==> src/rtl/barcode_scan_ctrl.sv <==
// -----------------------------------------------------------------------------
// barcode_scan_ctrl
//
// Sequences an EAN-13 threshold scanner. The block picks the row the scanner
// samples in each frame. It captures the 13 digits the scanner reports and
// verifies the EAN-13 check digit. A failed read hops to the next candidate
// row. A code is accepted only after CONFIRM_N identical good reads in a row.
// Each newly confirmed code is streamed to a UART transmitter as ASCII digits
// followed by CR LF.
//
// Ports
//   clk          pixel clock
//   rst_n        synchronous reset, active low
//   frame_start  one-cycle pulse at the start of each frame
//   loc_x/loc_y  current pixel column / row
//   scan_data    13 x 4-bit digits; digit i = scan_data[4i+3:4i], digit 0 first
//   scan_row     row the scanner samples; results appear at row scan_row+2
//   code_digits  last published code, same packing as scan_data
//   code_valid   one-cycle pulse when code_digits updates
//   tx_data      byte to the UART
//   tx_valid     tx_data valid; holds until tx_ready accepts the byte
//   tx_ready     UART accepts the byte
//   busy         high whenever the controller is not waiting for a capture
// -----------------------------------------------------------------------------
module barcode_scan_ctrl #(
  parameter int ROW_BASE     = 120,
  parameter int ROW_STEP     = 4,
  parameter int ROW_COUNT    = 8,
  parameter int CONFIRM_N    = 2,
  parameter int CLEAR_FRAMES = 30
) (
  input  logic        clk,
  input  logic        rst_n,
  input  logic        frame_start,
  input  logic [9:0]  loc_x,
  input  logic [9:0]  loc_y,
  input  logic [51:0] scan_data,
  output logic [9:0]  scan_row,
  output logic [51:0] code_digits,
  output logic        code_valid,
  output logic [7:0]  tx_data,
  output logic        tx_valid,
  input  logic        tx_ready,
  output logic        busy
);

  localparam int         ROW_IDX_W = (ROW_COUNT > 1) ? $clog2(ROW_COUNT) : 1;
  localparam logic [3:0] CONFIRM_W = 4'(CONFIRM_N);
  localparam logic [7:0] CLEAR_W   = 8'(CLEAR_FRAMES);
  localparam logic [9:0] CAP_COL   = 10'd13;
  localparam logic [3:0] LAST_BYTE = 4'd14;

  typedef enum logic [1:0] {
    WAIT_CAP,
    CHECK,
    JUDGE,
    SEND
  } state_t;

  state_t                 state_q, state_d;
  logic [51:0]            cand_q;
  logic [51:0]            prev_q;
  logic [51:0]            last_sent_q;
  logic                   last_valid_q;
  logic [4:0]             acc_q;
  logic [3:0]             step_q;
  logic [3:0]             match_cnt_q;
  logic [7:0]             fail_cnt_q;
  logic [ROW_IDX_W-1:0]   row_idx_q, row_idx_d;
  logic [3:0]             byte_idx_q;
  logic                   frame_open_q;  // a frame has started since reset
  logic                   cap_seen_q;    // current frame already produced a read

  // Control strobes from the FSM to the datapath.
  logic                   capture_hit;
  logic                   do_capture;
  logic                   do_fail;
  logic                   do_pass;
  logic                   start_send;
  logic                   tx_fire;

  // Checksum / judgement helpers.
  logic [3:0]             digit_k;
  logic [5:0]             term;
  logic [5:0]             acc_sum;
  logic [4:0]             acc_next;
  logic [4:0]             check_calc;
  logic                   digits_ok;
  logic                   cand_ok;
  logic [3:0]             match_next;
  logic [7:0]             fail_next;
  logic                   publish_ok;

  function automatic logic [9:0] row_of(input logic [ROW_IDX_W-1:0] idx);
    return 10'(ROW_BASE + ROW_STEP * int'(idx));
  endfunction

  // Byte idx of the outgoing record: 13 ASCII digits, then CR, then LF.
  function automatic logic [7:0] tx_byte(input logic [51:0] code,
                                         input logic [3:0]  idx);
    logic [7:0] b;
    if (idx < 4'd13) b = 8'h30 + {4'h0, code[{idx, 2'b00} +: 4]};
    else if (idx == 4'd13) b = 8'h0D;
    else b = 8'h0A;
    return b;
  endfunction

  assign capture_hit = (loc_y == scan_row + 10'd2) && (loc_x == CAP_COL);
  assign tx_fire     = (state_q == SEND) && tx_valid && tx_ready;
  assign busy        = (state_q != WAIT_CAP);

  // Weighted running sum, reduced mod 10 each step so it fits in 5 bits.
  assign digit_k  = cand_q[{step_q, 2'b00} +: 4];
  assign term     = step_q[0] ? ({2'b00, digit_k} * 6'd3) : {2'b00, digit_k};
  assign acc_sum  = {1'b0, acc_q} + term;
  assign acc_next = 5'(acc_sum % 6'd10);

  // (10 - acc) % 10 without a second modulo.
  assign check_calc = (acc_q == 5'd0) ? 5'd0 : (5'd10 - acc_q);

  always_comb begin
    digits_ok = 1'b1;
    for (int i = 0; i < 13; i++) begin
      if (cand_q[4*i +: 4] > 4'd9) digits_ok = 1'b0;
    end
  end

  assign cand_ok = digits_ok && (check_calc == {1'b0, cand_q[51:48]});

  assign match_next = (cand_q != prev_q)        ? 4'd1 :
                      (match_cnt_q == 4'd15)    ? 4'd15 :
                                                  match_cnt_q + 4'd1;
  assign fail_next  = (fail_cnt_q == CLEAR_W) ? CLEAR_W : fail_cnt_q + 8'd1;
  assign publish_ok = (match_next >= CONFIRM_W) &&
                      (!last_valid_q || (cand_q != last_sent_q));

  // Row index advances on every failed read and wraps after the last row.
  assign row_idx_d = !do_fail ? row_idx_q :
                     (row_idx_q == ROW_IDX_W'(ROW_COUNT - 1)) ? '0 :
                     row_idx_q + ROW_IDX_W'(1);

  // NOTE: every signal this block writes gets a default first, so no path
  // leaves one unassigned and no latch is inferred.
  always_comb begin
    state_d    = state_q;
    do_capture = 1'b0;
    do_fail    = 1'b0;
    do_pass    = 1'b0;
    start_send = 1'b0;
    case (state_q)
      WAIT_CAP: begin
        // A capture on the same cycle as frame_start wins: no fail counted.
        if (capture_hit) begin
          do_capture = 1'b1;
          state_d    = CHECK;
        end else if (frame_start && frame_open_q && !cap_seen_q) begin
          do_fail = 1'b1;
        end
      end
      CHECK: begin
        if (step_q == 4'd11) state_d = JUDGE;
      end
      JUDGE: begin
        if (cand_ok) begin
          do_pass = 1'b1;
          if (publish_ok) begin
            start_send = 1'b1;
            state_d    = SEND;
          end else begin
            state_d = WAIT_CAP;
          end
        end else begin
          do_fail = 1'b1;
          state_d = WAIT_CAP;
        end
      end
      SEND: begin
        if (tx_fire && (byte_idx_q == LAST_BYTE)) state_d = WAIT_CAP;
      end
      default: state_d = WAIT_CAP;
    endcase
  end

  // NOTE: sequential state uses non-blocking assignments so every register
  // samples the pre-edge values regardless of statement order.
  always_ff @(posedge clk) begin
    if (!rst_n) begin
      state_q      <= WAIT_CAP;
      cand_q       <= '0;
      prev_q       <= '0;
      last_sent_q  <= '0;
      last_valid_q <= 1'b0;
      acc_q        <= '0;
      step_q       <= '0;
      match_cnt_q  <= '0;
      fail_cnt_q   <= '0;
      row_idx_q    <= '0;
      byte_idx_q   <= '0;
      frame_open_q <= 1'b0;
      cap_seen_q   <= 1'b0;
      scan_row     <= row_of('0);
      code_digits  <= '0;
      code_valid   <= 1'b0;
      tx_data      <= '0;
      tx_valid     <= 1'b0;
    end else begin
      state_q    <= state_d;
      row_idx_q  <= row_idx_d;
      code_valid <= 1'b0;

      // Frame bookkeeping. A frame that begins while the controller is busy
      // is excused: its capture point may pass unseen.
      if (frame_start) begin
        frame_open_q <= 1'b1;
        scan_row     <= row_of(row_idx_d);
      end
      if (do_capture) cap_seen_q <= 1'b1;
      else if (frame_start) cap_seen_q <= (state_q != WAIT_CAP);

      if (do_capture) begin
        cand_q <= scan_data;
        acc_q  <= '0;
        step_q <= '0;
      end

      if (state_q == CHECK) begin
        acc_q  <= acc_next;
        step_q <= step_q + 4'd1;
      end

      if (do_fail) begin
        match_cnt_q <= '0;
        fail_cnt_q  <= fail_next;
        if (fail_next == CLEAR_W) last_valid_q <= 1'b0;
      end

      if (do_pass) begin
        fail_cnt_q  <= '0;
        match_cnt_q <= match_next;
        prev_q      <= cand_q;
      end

      if (start_send) begin
        code_digits  <= cand_q;
        code_valid   <= 1'b1;
        last_sent_q  <= cand_q;
        last_valid_q <= 1'b1;
        byte_idx_q   <= '0;
        tx_data      <= tx_byte(cand_q, 4'd0);
        tx_valid     <= 1'b1;
      end

      // tx_data only moves on an accepted byte, so it is stable while stalled.
      if (tx_fire) begin
        if (byte_idx_q == LAST_BYTE) begin
          tx_valid <= 1'b0;
        end else begin
          byte_idx_q <= byte_idx_q + 4'd1;
          tx_data    <= tx_byte(cand_q, byte_idx_q + 4'd1);
        end
      end
    end
  end

endmodule

==> config.mk <==
export PLATFORM = sky130hd
export DESIGN_NAME = barcode_scan_ctrl
export DESIGN_NICKNAME = d
export VERILOG_FILES = /design/src/rtl/barcode_scan_ctrl.sv
export SDC_FILE = /design/constraint.sdc
export NUM_CORES = 1
export LEC_CHECK = 0
export ABC_AREA = 1
export CAP_MARGIN = 30
export CORE_UTILIZATION = 55
export CTS_BUF_LIST = sky130_fd_sc_hd__clkbuf_4
export DETAILED_ROUTE_END_ITERATION = 6
export PLACE_DENSITY = 0.86
export SYNTH_ARGS = -nofsm -noshare
export SYNTH_HDL_FRONTEND = slang
export SYNTH_SLANG_ARGS = --single-unit
==> constraint.sdc <==
create_clock -name clk -period 6.03 [get_ports clk]
set_input_delay 0.9045 -clock clk [delete_from_list [all_inputs] [get_ports clk]]
set_output_delay 0.9045 -clock clk [all_outputs]
set_load 0.01 [all_outputs]
# Yosys cells after proc, flatten, opt, wreduce, memory -nomap -nowiden
# Cells that the tools add are included.
# classes
order_cmp	15
n_reduce_logical	22
n_mul	1
eq_ne	18
div_mod_pow	1
n_mux	60
addsub	11
n_bitwise	1
n_shift	2
# ops
op	count
$ne A52 B52 Y1	2
$shiftx A52 B7 Y4	2
$gt A4 B4 Y1 const B	13
$mux W4	9
$mux W1	32
$mux W8	4
$eq A4 B4 Y1 const B	4
$eq A8 B5 Y1 const B	2
$mux W5	3
$add A6 B4 Y7 const A	2
$add A4 B1 Y4 const B	3
$reduce_bool A2 Y1	6
$add A10 B2 Y10 const B	1
$eq A10 B10 Y1	1
$eq A10 B4 Y1 const B	1
$mux W2	5
$mux W3	3
$add A7 B5 Y8 const A	1
$add A8 B1 Y8 const B	1
$logic_and A1 B1 Y1	8
$pmux W2 S4	1
$mux W7	1
$add A5 B6 Y6	1
$mod A6 B4 Y6 const B	1
other kinds (21)	24
# totals
register_bits	209
elab_cells	148
romBits	0
latchBits	0
mem_bits_rw	0
input_bits	76
out_inout_bits	73
mem_count	0

# Longest topological paths before layout
# Gate-level depths: netlist of run 1.
# depth
word_depth	20
depth_mapped	34
ltp_nobuf	32

# Worst setup path before layout of run 1
# No wires, ideal clock.
# synth_path
kind	register to register
start	register step_q[0]
end	register acc_q[1]
arrival_ps	4112
setup_slack_ps	1785
period_less_slack_ps	4245
t_required_ps	5898
setup_ps	132
n_path_buf	2
stages_incl_launch_ff	31
cell_sequence	dfxtp_1 > clkbuf_1 > clkbuf_1 > a21oi_1 > o21ai_0 > nand3_1 > nand3_1 > o211ai_1 > ha_1 > fa_1 > xor2_1 > o21ai_0 > ha_1 > a21oi_1 > nand3_1 > nand2_1 > inv_1 > ha_1 > nand3_1 > nand2_1 > inv_1 > nand2_1 > nand2_1 > nand2_1 > nand2_1 > inv_1 > nand2_1 > nand3_1 > nand2_1 > nand3_1 > a21oi_1
# synth_via
elab_chain_len	6
# synth_lines
item	line	rtl
from (decl)	66	logic [3:0] step_q;
from (signal assigned)	228	step_q <= step_q + 4'd1;
$shiftx A52 B7 Y4	113	assign digit_k = cand_q[{step_q, 2'b00} +: 4];
$mul A4 B2 Y6	114	assign term = step_q[0] ? ({2'b00, digit_k} * 6'd3) : {2'b00, digit_k};
$mux W6 (*)	114	
$add A5 B6 Y6 (*)	115	assign acc_sum = {1'b0, acc_q} + term;
$mod A6 B4 Y6 (*)	116	assign acc_next = 5'(acc_sum % 6'd10);
$mux W5 (*)	226	if (state_q == CHECK) begin
to (signal assigned)	227	acc_q <= acc_next;
to (decl)	65	logic [4:0] acc_q;
# Every way passes the cells marked *; elsewhere a longest branch is shown, timed or not.
# A chain may end at the register's enable or synchronous reset.

# Worst setup path in the final report of run 1
# Ends and elaborated chain as after synthesis.

==> flow_summary.ini, run 1 <==
[worst_setup_path]
worst_path_most_repeated_cell = nand2_1
worst_path_max_delay_cell = inv_1
rrSetupSlack_ns = 0.86
crit_buf_inv = 5
rr_startpoint = step_q[0]
end_kind = flop
start_kind = flop
path_delay_family = adder cells
cp.arrival_ns = 5.70
timing.rr.end = acc_q[1]
path_max_fanout = 33
critPathMaxStageDelay_ns = 0.57
r2r_cells = 30
path_class = flop to flop
crit_required_ns = 6.56

[logic_synthesis]
synthesis.instances = 1471
netlist_area_sq_um = 10500
netlist_top_cells_area = dfxtp_1 39%, nand2_1 8.2%, o21ai_0 7.4%, a21oi_1 6.8%, inv_1 5.8%
async_reset_ff_frac = 0
ys_types = 49
synth_top_area_cell = dfxtp_1
synth-edff-count = 0
postSynthAreaPerCell_sq_um = 7.17
yosysWarnings = 0
ys_ff_latch = 204
ys.flop_type = dfxtp_1
yosys.area.top_type_share = 0.387
synth_seq_area_share = 0.387

[floorplan]
rows = 50
start_util = 0.562
boundaryPins = 149
die-area_sq_um = 19700
core_sq_um = 18800
die_y_um = 140
die_w_um = 140

[grt]
track_usage = 0.358
grt_pass1_vias = 10421
grt_pass1_wl_mm = 55.0
grt_overflow = 0
grt_max_degree = 69
antenna_found_initial = 1

[hold_path]
hp-class = flop to flop
min_path_cells = 2
hold_end = tx_data[6]
min_from = tx_data[6]

[status]
outcome = completed

[sta]
maxSlewViolCount = 0
final.min_clock_period_ns = 5.17
fin_setup_tns_ns = 0
clock_skew_ns = 0.0256
worst_slew_pin_slew_ns = 1.08
finalHoldViolations = 0
max_clock_freq_mhz = 193
rsz0062_at_grt = false
slew_headroom = 0.278
layout_setup_ws_ns = 0.861
fin_hold_ws_ns = 0.455
final.period_utilization = 0.857
finalSetupViolations = 0

[route]
via_per_inst = 5.98
vias = 11195
wl_met3_mm = 4.00
wl_met2_mm = 16.0
antenna_left = 0
drt-pass1-iter-count = 6
wl_met1_mm = 14.0
wirelength_mm = 35.4
avgRoutedWirePerCell_um = 18.9
drt-initial-drc-count = 1404
top_layer = met4
route.detailed.drc = 0

[final_layout]
drive_gt1_frac = 0.0696
fin_util = 0.673
nNetsFinal = 1705
area_growth_pct = 19.8

[clocking]
post-cts-setup-buffers = 0
cts_root_buf = clkbuf_4
post_cts_resized = 0
cts_tree = done
numCtsBuffers = 52
clkTransAtPathRegs_ns = 0.06
clk_latency_ns = 0.67
clock_path_buffers = 3
cts_hold_buf = 0
cts_sinks = 204
htree_levels = 2

[pwr]
p_leak_nw = 4.95
p_total_mw = 3.69
worst_ir_drop_vdd_mv = 0.189
power.density_nw_per_um2 = 292

[place]
place.port_buffers = 144
routabilityCongestion = 1.02
dp_slack_ns = 0.954
hpwl_mm = 25.2

[flow_run]
maxCapViolCount = 0
[cells in the mapped netlist (9+ instances only)]
| cell type | number |
|---|---|
| o21ai_1 | 19 |
| o21ai_0 | 156 |
| a21oi_1 | 143 |
| nor2_1 | 129 |
| o22ai_1 | 48 |
| a31oi_1 | 9 |
| nand2_1 | 231 |
| clkbuf_1 | 57 |
| dfxtp_1 | 204 |
| ha_1 | 22 |
| inv_1 | 163 |
| inv_2 | 9 |
| nor3_1 | 14 |
| xor2_1 | 27 |
| nand3_1 | 57 |
| nand4_1 | 25 |
| xnor2_1 | 25 |
| a211oi_1 | 49 |
[sequential cells by signal, summed over array words and instances (netlist names)]
register / cells
acc_q: 5
code_valid: 1
tx_data: 8
last_sent_q: 52
cand_q: 52
byte_idx_q: 4
scan_row: 5
row_idx_q: 3
match_cnt_q: 4
frame_open_q: 1
fail_cnt_q: 8
tx_valid: 1
step_q: 4
cap_seen_q: 1
last_valid_q: 1
prev_q: 52
state_q: 2
[area by class of cell]
class                           instances  area (sq um)
Fill cell                            1608          6140
Timing Repair Buffer                  154          1520
Sequential cell                       204          4080
Multi-Input combinational cell       1017          5440
Antenna cell                            1          2.50
Clock buffer                           74           556
Tap cell                              234           293
Inverter                              176           663
Clock inverter                         13          75.1
[kinds of logic after synthesis]
| kind of cell | count (synthesis) | share of synthesized area |
|---|---|---|
| simple gates | 485 | 0.198 |
| compound gates | 450 | 0.241 |
| buf+inv | 253 | 0.0986 |
| flops | 204 | 0.387 |
| xor+xnor | 52 | 0.0432 |
| fa+ha+maj | 24 | 0.0299 |
| mux | 2 | 0.00202 |
| other cells | 1 | 0.000356 |
[placed cells by master, fill, tap and decap left out, types with 7 or more instances in the layout]
cell type,netlist,layout
nand2_1,231,230
dfxtp_1,204,204
inv_1,163,163
o21ai_0,156,156
a21oi_1,143,143
clkdlybuf4s50_1,0,143
nor2_1,129,129
clkbuf_4,0,74
nand3_1,57,57
a211oi_1,49,49
o22ai_1,48,48
xor2_1,27,27
nand4_1,25,25
xnor2_1,25,25
ha_1,22,22
o21ai_1,19,19
clkinv_1,3,15
nor3_1,14,14
inv_2,9,9
a31oi_1,9,9
buf_4,8,9
nor4_1,8,8
or2_2,8,8
o211ai_1,7,7
[through the flow]
stage / cell area (sq um) / instances
2_1_floorplan: 10600 / 1474
3_3_place_gp: 12000 / 1784
3_5_place_dp: 12000 / 1785
4_1_cts: 12600 / 1872
5_1_grt: 12600 / 1873
6_report: 12600 / 1873
[worst max-delay path by stage]
| stage | to | depth (start not counted) | slack, ns | start |
|---|---|---|---|---|
| final | acc_q[1] | 30 | 0.86 | step_q[0] |
| after floorplan | acc_q[1] | 30 | 1.79 | step_q[0] |
| after global routing | acc_q[2] | 30 | 0.33 | step_q[0] |
| after CTS | acc_q[1] | 30 | 0.95 | step_q[0] |
| after global placement | acc_q[1] | 30 | 1.16 | step_q[0] |
| after detailed placement | acc_q[1] | 30 | 0.95 | step_q[0] |
[metal layers]
layer | vias to the layer above | GRT usage
met5 | - | 0
met2 | 663 | 0.569
met3 | 117 | 0.0971
met1 | 5135 | 0.453
met4 | 0 | 0.164
li1 | 5280 | -
[worst min-delay path: stages (launching register included)]
cell	delay, ns
dfxtp_1	0.31
nand2_1	0.06
nor2_1	0.04
[report_power, final]
group | internal (mW) | switching [mW]
Combinational | 0.351 | 0.615
Clock | 0.600 | 0.560
Sequential | 1.48 | 0.0825
Power figures use the tool's default switching activity.
==> inputs of run 2 (changes only) <==
--- a/config.mk
+++ b/config.mk
@@ -10,6 +10,7 @@
 export CORE_UTILIZATION = 55
 export CTS_BUF_LIST = sky130_fd_sc_hd__clkbuf_4
 export DETAILED_ROUTE_END_ITERATION = 6
+export GPL_TIMING_DRIVEN = 0
 export PLACE_DENSITY = 0.86
 export SYNTH_ARGS = -nofsm -noshare
 export SYNTH_HDL_FRONTEND = slang
==> constraint.sdc (replaced) <==
create_clock -name clk -period 6.03 [get_ports clk]
set_input_delay 0.9045 -clock clk [delete_from_list [all_inputs] [get_ports clk]]
set_output_delay 0.9045 -clock clk [all_outputs]
set_load 0.02 [all_outputs]
==> run 2 against run 1 <==
Sequential power about the same. First-iteration DRC count down 15%. Worst setup slack worse by 0.11 ns. Core utilization up 1.7 points. Sequential share of layout area down 0.82 points. Critical path depth unchanged.
==> flow_summary.ini, run 2 (synthesized netlist as in run 1, its figures left out) <==
[clocking]
cts_sinks = 204
clkTransAtPathRegs_ns = 0.07
cts_tree = done
clk_latency_ns = 0.70
numCtsBuffers = 53
cts_root_buf = clkbuf_4
htree_levels = 2
post-cts-setup-buffers = 0
cts_hold_buf = 0
clock_path_buffers = 3
post_cts_resized = 0

[pwr]
power.density_nw_per_um2 = 295
p_leak_nw = 5.09
worst_ir_drop_vdd_mv = 0.217

[sta]
finalHoldViolations = 0
final.min_clock_period_ns = 5.28
fin_hold_ws_ns = 0.453
rsz0062_at_grt = false
fin_setup_tns_ns = 0
final.period_utilization = 0.876
slew_headroom = 0.392
max_clock_freq_mhz = 189
clock_skew_ns = 0.0470
finalSetupViolations = 0
worst_slew_pin_slew_ns = 0.912
maxSlewViolCount = 0

[final_layout]
fin_util = 0.691
nNetsFinal = 1773
layout_common_cells = 231 x nand2_1, 204 x dfxtp_1, 163 x inv_1
fillers = 1600
top_regs = cand_q x52, last_sent_q x52, prev_q x52
final_common_cell = nand2_1
area_growth_pct = 23.0
drive_gt1_frac = 0.0711

[route]
drt-initial-drc-count = 1199
vias = 11781
avgRoutedWirePerCell_um = 20.3
wirelength_mm = 39.7
antenna_left = 0
drt-pass1-iter-count = 6
route.detailed.drc = 0
via_per_inst = 6.03

[floorplan]
rows = 50
start_util = 0.562
die-area_sq_um = 19700
die_w_um = 140
core_sq_um = 18800
boundaryPins = 149
die_y_um = 140

[worst_setup_path]
timing.rr.end = acc_q[1]
crit_start = step_q[0]
start_kind = flop
critPathCapture = acc_q[1]
rr_startpoint = step_q[0]
end_kind = flop
critPathMaxStageDelay_ns = 0.51
path_max_fanout = 10
worst_path_max_delay_cell = dfxtp_1
rrSetupSlack_ns = 0.75
cp.arrival_ns = 5.81
path_class = flop to flop
worst_path_most_repeated_cell = nand2_1
r2r_cells = 30
crit_required_ns = 6.56

[place]
place.port_buffers = 144
routabilityCongestion = 1.01
hpwl_mm = 29.6

[grt]
track_usage = 0.398
grt_pass1_vias = 11001
antenna_found_initial = 1
grt_pass1_wl_mm = 59.7
grt_overflow = 0
grt_max_degree = 15

[hold_path]
hp-class = flop to flop

[flow_run]
maxCapViolCount = 0

[status]
outcome = completed
[run 2: changes by cell type in the layout (fill, tap and decap cells not counted), sizes merged]
cell,delta
clkbuf,+53
clkinv,+15
buf,+9
clkdlybuf4s50,+1
diode,+1
inv,+1
[run 2: per-layer routing]
layer | routed length (um) | global-route usage | up-vias | share of wire
met5 | 0 | 0 | - | 0
met4 | 2070 | 0.219 | 0 | 0.052
met3 | 4700 | 0.102 | 148 | 0.12
met2 | 17400 | 0.619 | 766 | 0.44
met1 | 15500 | 0.505 | 5443 | 0.39
li1 | - | - | 5424 | -
[run 2: layout make-up]
type	instances	area (sq um)	area share
Tap cell	234	293	0.0226
Sequential cell	204	4080	0.315
Timing Repair Buffer	144	1440	0.111
Multi-Input combinational cell	1017	5430	0.419
Clock buffer	70	526	0.0405
Buffer	77	377	0.0291
Antenna cell	2	5.00	0.000386
Inverter	176	663	0.0512
Clock inverter	29	144	0.0111
[run 2: how the worst min path moves through the flow]
stage,end,start,cells past startpoint
global route,tx_data[7],tx_data[7],2
detailed placement,tx_data[7],tx_data[7],2
CTS,tx_data[6],tx_data[6],2
finish,tx_data[7],tx_data[7],2
global placement,tx_data[6],tx_data[6],2
floorplan,frame_open_q,frame_open_q,2
[run 2: through the flow]
step	power [mW]	worst slack, ns	cells	instance area (sq um)
floorplan	2.25	1.79	1474	10600
global placement	2.55	1.06	1852	12300
detailed placement	2.59	0.911	1852	12300
CTS	3.77	0.885	1951	13000
global route	3.98	0.355	1953	13000
finish	3.82	0.749	1953	13000
[run 2: critical path, delay by kind of cell (launching register included)]
kind            cells  cell delay [ns]
buf+inv             5             1.11
compound gates      6             0.80
simple gates       14             1.30
xor+xnor            1             0.17
fa+ha+maj           4             1.24
flops               1             0.51
[run 2: power by group]
part	switching (mW)	internal (mW)	leakage, nW
Clock	0.621	0.591	0.392
Combinational	0.675	0.363	3.04
Sequential	0.0895	1.48	1.65
Total	1.39	2.43	5.09
==> inputs of run 3 (changes only) <==
--- a/config.mk
+++ b/config.mk
@@ -5,7 +5,6 @@
 export SDC_FILE = /design/constraint.sdc
 export NUM_CORES = 1
 export LEC_CHECK = 0
-export ABC_AREA = 1
 export CAP_MARGIN = 30
 export CORE_UTILIZATION = 55
 export CTS_BUF_LIST = sky130_fd_sc_hd__clkbuf_4
==> run 3 against run 2 <==
Synthesized cell count down 14%. Design area increased by 4.2%. Via count fell by 12%. Cell count fell by 9.5%. Critical path depth fell by 9. Register-to-register slack got worse by 0.58 ns. Critical endpoint is now acc_q[4].
==> flow_summary.ini, run 3 <==
[logic_synthesis]
ys_ff_latch = 204
ys_types = 72
yosys.area.top_type_share = 0.372
synth-edff-count = 0
async_reset_ff_frac = 0
synth_seq_area_share = 0.372
netlist_top_cells_area = dfxtp_1 37%, mux2i_1 10%, xor2_1 5.7%, nand2_1 5.2%, nor2_1 5.1%
ys.flop_type = dfxtp_1
netlist_area_sq_um = 11000
synth_top_cells_by_count = 204 x dfxtp_1, 152 x nand2_1, 150 x nor2_1
yosysMostFrequentCell = dfxtp_1
postSynthAreaPerCell_sq_um = 8.65
synth_top_area_cell = dfxtp_1
yosysWarnings = 0
synthesis.instances = 1271

[grt]
track_usage = 0.332
grt_pass1_vias = 10081
grt_overflow = 0
antenna_found_initial = 1
grt_pass1_wl_mm = 51.8
grt_max_degree = 16

[final_layout]
nNetsFinal = 1577
fillers = 1542
area_growth_pct = 22.9
final_common_cell = dfxtp_1
top_regs = cand_q x52, last_sent_q x52, prev_q x52
fin_util = 0.692
layout_common_cells = 202 x dfxtp_1, 152 x nand2_1, 150 x nor2_1
drive_gt1_frac = 0.110
final_cells = 1767

[floorplan]
boundaryPins = 149
core_sq_um = 19500
rows = 51
start_util = 0.563
die_w_um = 143
die-area_sq_um = 20600
die_y_um = 143

[worst_setup_path]
start_kind = flop
cp.arrival_ns = 6.45
crit_required_ns = 6.63
path_max_fanout = 10
path_class = flop to flop
end_kind = flop

[route]
wl_met2_mm = 16.1
top_layer = met4
antenna_left = 0
drt-initial-drc-count = 805
avgRoutedWirePerCell_um = 19.2
wl_met3_mm = 3.04
route.detailed.drc = 0
via_per_inst = 5.85
vias = 10343
wirelength_mm = 33.9
wl_met1_mm = 12.9
drt-pass1-iter-count = 6

[clocking]
cts_sinks = 204
clk_latency_ns = 0.70
cts_hold_buf = 0
numCtsBuffers = 53
cts_tree = done
clkTransAtPathRegs_ns = 0.06
cts_root_buf = clkbuf_4
clock_path_buffers = 3
htree_levels = 2

[status]
outcome = completed

[pwr]
worst_ir_drop_vdd_mv = 0.148
p_leak_nw = 6.03
power.density_nw_per_um2 = 197

[sta]
worst_slew_pin_slew_ns = 0.836
finalHoldViolations = 0
final.period_utilization = 0.971
maxSlewViolCount = 0
layout_setup_ws_ns = 0.174
slew_headroom = 0.443
final.min_clock_period_ns = 5.86
finalSetupViolations = 0
max_clock_freq_mhz = 171
clock_skew_ns = 0.0455

[place]
hpwl_mm = 24.6
place.port_buffers = 144
dp_slack_ns = -0.578
routabilityCongestion = 0.965
dp.cells = 1684

[flow_run]
maxCapViolCount = 0

[hold_path]
hp-class = flop to flop
## run 3: cell count changes in the layout (fill, tap and decap cells not counted), sizes merged, moves of 26 or more
cell,previous run,this run
a211oi,50,6
a21oi,144,93
clkinv,30,4
inv,174,36
mux2i,1,115
nand2,233,153
nand3,59,21
o21ai,175,45
o22ai,48,3
xor2,27,72
## run 3: path summary, 6_finish.rpt
check,depth (start not counted),slack (ns),endpoint,start
hold / removal,2,0.45,tx_data[4],tx_data[4]
hold reg to reg,2,0.45,tx_data[4],tx_data[4]
setup / recovery,21,0.17,acc_q[4],step_q[0]
setup reg to reg,21,0.17,acc_q[4],step_q[0]
## run 3: logic make-up after synthesis
kind of cell               synth area share
AOI/OAI and AO/OA                     0.108
xor gates and xnor gates             0.0953
adders and majority gates            0.0287
buffers and inverters                0.0614
DFF                                   0.372
muxes                                 0.156
other                              0.000341
and+or+nand+nor                       0.179
## run 3: critical path, stage by stage (launching register included)
cell and delay (ns):
dfxtp_4 0.41, buf_6 0.21, buf_4 0.21, mux4_2 0.52
a22oi_1 0.17, o21ai_0 0.17, ha_1 0.26, fa_1 0.44
mux2_2 0.28, ha_2 0.40, nand2b_1 0.12, o2bb2ai_4 0.17
xnor2_2 0.21, inv_1 0.14, ha_1 0.36, nor2b_2 0.23
nor3b_1 0.07, mux2_2 0.29, a2111oi_2 0.37, a311oi_2 0.13
or4_1 0.55, nand3_1 0.09
## run 3: power breakdown
part	switching (mW)	total, mW	internal (mW)
clock network	0.563	1.19	0.625
registers	0.00327	1.35	1.35
logic	0.0535	0.113	0.0590
total	0.620	2.66	2.03
## run 3: layer usage
metal / track usage / vias up
met5: 0 / -
li1: - / 4801
met2: 0.566 / 518
met4: 0.195 / 0
met3: 0.0710 / 146
met1: 0.383 / 4878
## run 3: per-stage QoR
| stage | setup TNS, ns | instance area (sq um) | hold slack [ns] | power (mW) |
|---|---|---|---|---|
| after global routing | -0.0126 | 13500 | 0.476 | 2.73 |
| final | 0 | 13500 | 0.451 | 2.66 |
| after floorplan | 0 | 11000 | 0.435 | 1.42 |
| after detailed placement | -1.87 | 12800 | 0.444 | 1.50 |
| after CTS | 0 | 13400 | 0.453 | 2.66 |
| after global placement | -1.24 | 12800 | 0.433 | 1.49 |
## run 3: final cells by class
| class | instances | area, sq um | share of cell area |
|---|---|---|---|
| Antenna cell | 1 | 2.50 | 0.000185 |
| Clock inverter | 7 | 83.8 | 0.00620 |
| Tap cell | 265 | 332 | 0.0245 |
| Inverter | 35 | 131 | 0.00972 |
| Multi-Input combinational cell | 919 | 6300 | 0.466 |
| Buffer | 115 | 553 | 0.0409 |
| Clock buffer | 72 | 541 | 0.0400 |
| Timing Repair Buffer | 149 | 1480 | 0.110 |
| Sequential cell | 204 | 4090 | 0.303 |
## run 3: what timing repair did
action | in CTS | in global routing
pin swaps | 0 | 3
setup buffers | 0 | 4
gates resized for setup | 8 | 12
setup endpoints to repair | 4 | 4
